===== src/rtl/mailbox_fifo.sv =====
`default_nettype none
// ============================================================================
//  Module   : mailbox_fifo
//  Purpose  : Parametrised first-word-fall-through FIFO. It extends the
//             single-word mailbox to DEPTH entries and adds an occupancy
//             count, full and almost-full flags, sticky overflow and
//             underflow flags, and a synchronous flush.
//  Revision : 1.0  initial release
// ============================================================================
module mailbox_fifo #(
  parameter int WIDTH    = 16,
  parameter int DEPTH    = 8,
  parameter int AF_LEVEL = 6
) (
  input  logic                       clk,
  input  logic                       rst_n,
  input  logic [WIDTH-1:0]           w_data,
  input  logic                       w_en,
  output logic [WIDTH-1:0]           r_data,
  input  logic                       r_en,
  output logic                       d_available,
  output logic                       full,
  output logic                       almost_full,
  output logic [$clog2(DEPTH+1)-1:0] count,
  input  logic                       flush,
  output logic                       overflow,
  output logic                       underflow
);

  localparam int CW = $clog2(DEPTH + 1);
  localparam int PW = (DEPTH > 1) ? $clog2(DEPTH) : 1;

  localparam logic [PW-1:0] c_last_ptr = PW'(DEPTH - 1);
  localparam logic [CW-1:0] c_depth    = CW'(DEPTH);
  localparam logic [CW-1:0] c_af_level = CW'(AF_LEVEL);

  logic [WIDTH-1:0] mem_q [DEPTH];

  logic [PW-1:0] wr_ptr_q, wr_ptr_d;
  logic [PW-1:0] rd_ptr_q, rd_ptr_d;
  logic [CW-1:0] count_q, count_d;
  logic          overflow_q, overflow_d;
  logic          underflow_q, underflow_d;

  logic          w_rd_acc;
  logic          w_wr_acc;

  // Pointers wrap explicitly so DEPTH does not have to be a power of two.
  function automatic logic [PW-1:0] ptr_inc(input logic [PW-1:0] p);
    return (p == c_last_ptr) ? '0 : p + PW'(1);
  endfunction

  // Status is derived from the registered count alone.
  assign d_available = (count_q != '0);
  assign full        = (count_q == c_depth);
  assign almost_full = (count_q >= c_af_level);
  assign count       = count_q;
  assign overflow    = overflow_q;
  assign underflow   = underflow_q;

  // The head word is visible with no read latency and reads as zero when empty.
  assign r_data = d_available ? mem_q[rd_ptr_q] : '0;

  // A pop needs data. A push needs room, or a slot freed by a pop in the
  // same cycle. Flush suppresses both.
  assign w_rd_acc = r_en & d_available & ~flush;
  assign w_wr_acc = w_en & (~full | w_rd_acc) & ~flush;

  // Next-state logic for pointers, occupancy and sticky error flags.
  always_comb begin
    wr_ptr_d    = wr_ptr_q;
    rd_ptr_d    = rd_ptr_q;
    count_d     = count_q;
    overflow_d  = overflow_q;
    underflow_d = underflow_q;

    if (flush) begin
      wr_ptr_d    = '0;
      rd_ptr_d    = '0;
      count_d     = '0;
      overflow_d  = 1'b0;
      underflow_d = 1'b0;
    end else begin
      if (w_rd_acc) rd_ptr_d = ptr_inc(rd_ptr_q);
      if (w_wr_acc) wr_ptr_d = ptr_inc(wr_ptr_q);

      case ({w_wr_acc, w_rd_acc})
        2'b10:   count_d = count_q + CW'(1);
        2'b01:   count_d = count_q - CW'(1);
        default: count_d = count_q;
      endcase

      if (r_en && !d_available) underflow_d = 1'b1;
      if (w_en && !w_wr_acc)    overflow_d  = 1'b1;
    end
  end

  // Control state register. Reset discards all queued data at once.
  always_ff @(posedge clk or negedge rst_n) begin
    if (!rst_n) begin
      wr_ptr_q    <= '0;
      rd_ptr_q    <= '0;
      count_q     <= '0;
      overflow_q  <= 1'b0;
      underflow_q <= 1'b0;
    end else begin
      wr_ptr_q    <= wr_ptr_d;
      rd_ptr_q    <= rd_ptr_d;
      count_q     <= count_d;
      overflow_q  <= overflow_d;
      underflow_q <= underflow_d;
    end
  end

  // Storage array. It has no reset because stale words are never exposed
  // while the count is zero.
  always_ff @(posedge clk) begin
    if (w_wr_acc) mem_q[wr_ptr_q] <= w_data;
  end

endmodule
`default_nettype wire


===== config.mk =====
export PLATFORM = sky130hd
export DESIGN_NAME = mailbox_fifo
export DESIGN_NICKNAME = d
export VERILOG_FILES = /design/src/rtl/mailbox_fifo.sv
export SDC_FILE = /design/constraint.sdc
export NUM_CORES = 1
export LEC_CHECK = 0
export CAP_MARGIN = 20
export CORE_MARGIN = 2
export CORE_UTILIZATION = 57
export CTS_CLUSTER_SIZE = 8
export DETAILED_ROUTE_END_ITERATION = 6
export PLACE_DENSITY = 0.78
export SYNTH_ARGS = -nofsm -noshare
export SYNTH_HDL_FRONTEND = slang
export SYNTH_SLANG_ARGS = --single-unit

===== constraint.sdc =====
create_clock -name clk -period 4.1 [get_ports clk]
set_input_delay 0.41 -clock clk [delete_from_list [all_inputs] [get_ports clk]]
set_output_delay 0.41 -clock clk [all_outputs]
set_load 0.1 [all_outputs]

==> flow_summary.ini <==
[run_status]
status = finished, final reports clean

[global_routing]
antenna_found_initial = 0
grt_max_degree = 21
grt-ovfl-total = 0
track_usage = 0.232
grt_pass1_wl_um = 17200
grt_pass1_vias = 3022

[final_layout]
filler_cell_count = 588
regArea_um2 = 4150
final_cell_mix = edfxtp_1 (128), nor2_1 (34), mux4_2 (32), buf_4 (32), clkdlybuf4s50_1 (29)
finalNetCount = 382
design_area_um2 = 6880
multi_input_area_um2 = 1420
drive_above_1_share = 0.274
fin_cells = 502
layout_commonest_cell = edfxtp_1
antenna_cells = 0
synthToLayoutAreaGrowth_pct = 22.2

[critical_path]
r2r_slack_ps = 1510
crit_path_max_incr_delay_ps = 1140
r2r_start = count[1]$_DFFE_PN0P_
reg2reg_to = mem_q[4][11]$_DFFE_PP_
cp.arrival_ps = 2880
end_kind = output pin
reg2regPathDepth = 5
slowest_stage = clkdlybuf4s50_1
critical_path_required_ps = 3690
critical_path.max_fanout = 10
cp_cell_sequence = nor3_1 -> and2_1 -> clkdlybuf4s50_1
critPathLaunchType = register
critPathKind = register to output pin

[power]
power_w = 0.00514
p_int_w = 0.00313
switching_share = 0.391
p_leak_nw = 2.32
power.density_nw_per_um2 = 747
power_switching_w = 0.00201
ir_worst_vdd_mv = 0.690
power_frac_clock = 0.298
p_seq_frac = 0.329
pwr-share-comb = 0.374

[clock_network]
htree_levels = 4
cts_buffers = 17
cts.sinks = 140
post_cts_buffers = 0
cts-root-buf = clkbuf_8
postCtsHoldBufs = 0
clk_path_buf_depth = 2
clk_pin_slew_ps = 60
clk_latency_ps = 510
post_cts_resize_count = 0
cts_tree = done

[logic_synthesis]
ys_ff_latch = 140
syn_nets = 316
syn-mean-instance-area_um2 = 19.4
yosysSeqAreaShare = 0.736
synth_area_um2 = 5630
synth_cell_types = 35
ys_warn_count = 0
synthCells = 290

[sta]
fin_crit_sh = 0.803
fin_crit_ps = 3290
fmax_mhz = 304
timing.final.max_slew_violations = 0
fin_skew_ps = 7.75
rsz0062_at_grt = false
tightest_slew_ps = 965
finalSetupViolations = 0
max_slew_margin = 0.355
finalSetupTns_ps = 0
hold_viol = 0

[routing]
num_vias = 2910
drtPass1Iterations = 5
wirelength_um = 11400
ant_nets = 0
viasPerCell = 5.80
wl_per_cell_um = 22.7
drt_iter0_markers = 149
drc = 0

[die]
die_area_um2 = 10700
io_pins = 46
fp.dieH_um = 103
core-area_um2 = 9680
initial_core_util = 0.581
core.rowCount = 36
fp.dieW_um = 103

[placement]
port-buffer-count = 45
dpl.hpwl_um = 6490
gp_congestion = 0.775
place_area_um2 = 6270
post-place-cells = 469

[worst_hold_path]
hp-class = input pin to async pin

[flow_run]
cap_violations = 0
==> metrics by stage <==
step | utilization | worst slack, ps | hold slack, ps
CTS | 0.709 | 784 | 256
floorplan | - | 515 | 114
finish | 0.711 | 810 | 263
global placement | 0.648 | 1130 | 487
detailed placement | 0.648 | 1080 | 505
global route | 0.711 | 674 | 282
==> synth_stat cells, drive strengths merged <==
library cell	count	area share
edfxtp	128	0.68
nor2	34	0.023
mux4	32	0.13
mux2i	19	0.034
dfrtp	12	0.053
buf	11	0.010
ha	5	0.011
a21oi	4	0.0036
clkbuf	4	0.0027
nand2	4	0.0027
nor3	4	0.0036
inv	3	0.0020
nand2b	3	0.0033
xor2	3	0.0047
a31oi	2	0.0022
nand3	2	0.0018
o21ai	2	0.0018
or3	2	0.0022
or3b	2	0.0031
xnor2	2	0.0031
a211oi	1	0.0036
a21o	1	0.0013
a31o	1	0.0016
and2	1	0.0011
mux2	1	0.0020
nand3b	1	0.0013
nor2b	1	0.0011
nor4	1	0.0011
nor4bb	1	0.0018
o21a	1	0.0013
o311a	1	0.0038
o311ai	1	0.0016
==> logic make-up after synthesis <==
logic type	share of synthesized area
buffers and inverters	0.0149
and+or+nand+nor	0.0458
xor gates and xnor gates	0.00778
muxes	0.164
adders and majority gates	0.0111
DFF	0.736
AOI/OAI and AO/OA	0.0207
==> power by group through the flow <==
stage	clock network (W)	logic (W)	registers [W]
floorplan	0	0.00144	0.00178
global placement	0	0.00190	0.00172
detailed placement	0	0.00192	0.00172
CTS	0.00155	0.00193	0.00169
global route	0.00161	0.00201	0.00170
finish	0.00153	0.00192	0.00169
==> worst max path at each step <==
stage / start / end / slack (ps) / cells after the start
global route: count[1]$_DFFE_PN0P_ / full / 670 / 3
finish: count[1]$_DFFE_PN0P_ / full / 810 / 3
CTS: count[1]$_DFFE_PN0P_ / full / 780 / 3
floorplan: count[2]$_DFFE_PN0P_ / mem_q[1][0]$_DFFE_PP_ / 510 / 4
detailed placement: r_en / mem_q[4][2]$_DFFE_PP_ / 1080 / 6
global placement: r_en / mem_q[4][11]$_DFFE_PP_ / 1130 / 6
==> final cells by class <==
cell class,count,share of cell area
inverters,3,0.00164
clock buffers,19,0.0613
multi-input cells,132,0.206
well taps,133,0.0242
repair buffers,62,0.0793
flip-flops and latches,140,0.602
clock inverters,13,0.0253
==> critical path, delay by kind of cell, from the launching register on <==
| family | cells | cell delay (ps) |
|---|---|---|
| and+or+nand+nor | 2 | 730 |
| buffers and inverters | 1 | 1140 |
| DFF | 1 | 490 |
==> sequential cells by signal (all words and copies together) (netlist names) <==
| register | cells |
|---|---|
| mem_q | 128 |
| underflow | 1 |
| wr_ptr_q | 3 |
| rd_ptr_q | 3 |
| overflow | 1 |
| count | 4 |
==> metal layers <==
metal,part of all wire,global-route usage,vias up,wire [µm]
met4,0.017,0.0911,0,198
met1,0.41,0.292,1518,4670
met2,0.53,0.388,87,6050
met3,0.041,0.0638,18,461
met5,0,0,-,0
li1,-,-,1287,-
No activity file was read; power rests on OpenSTA's default activity.
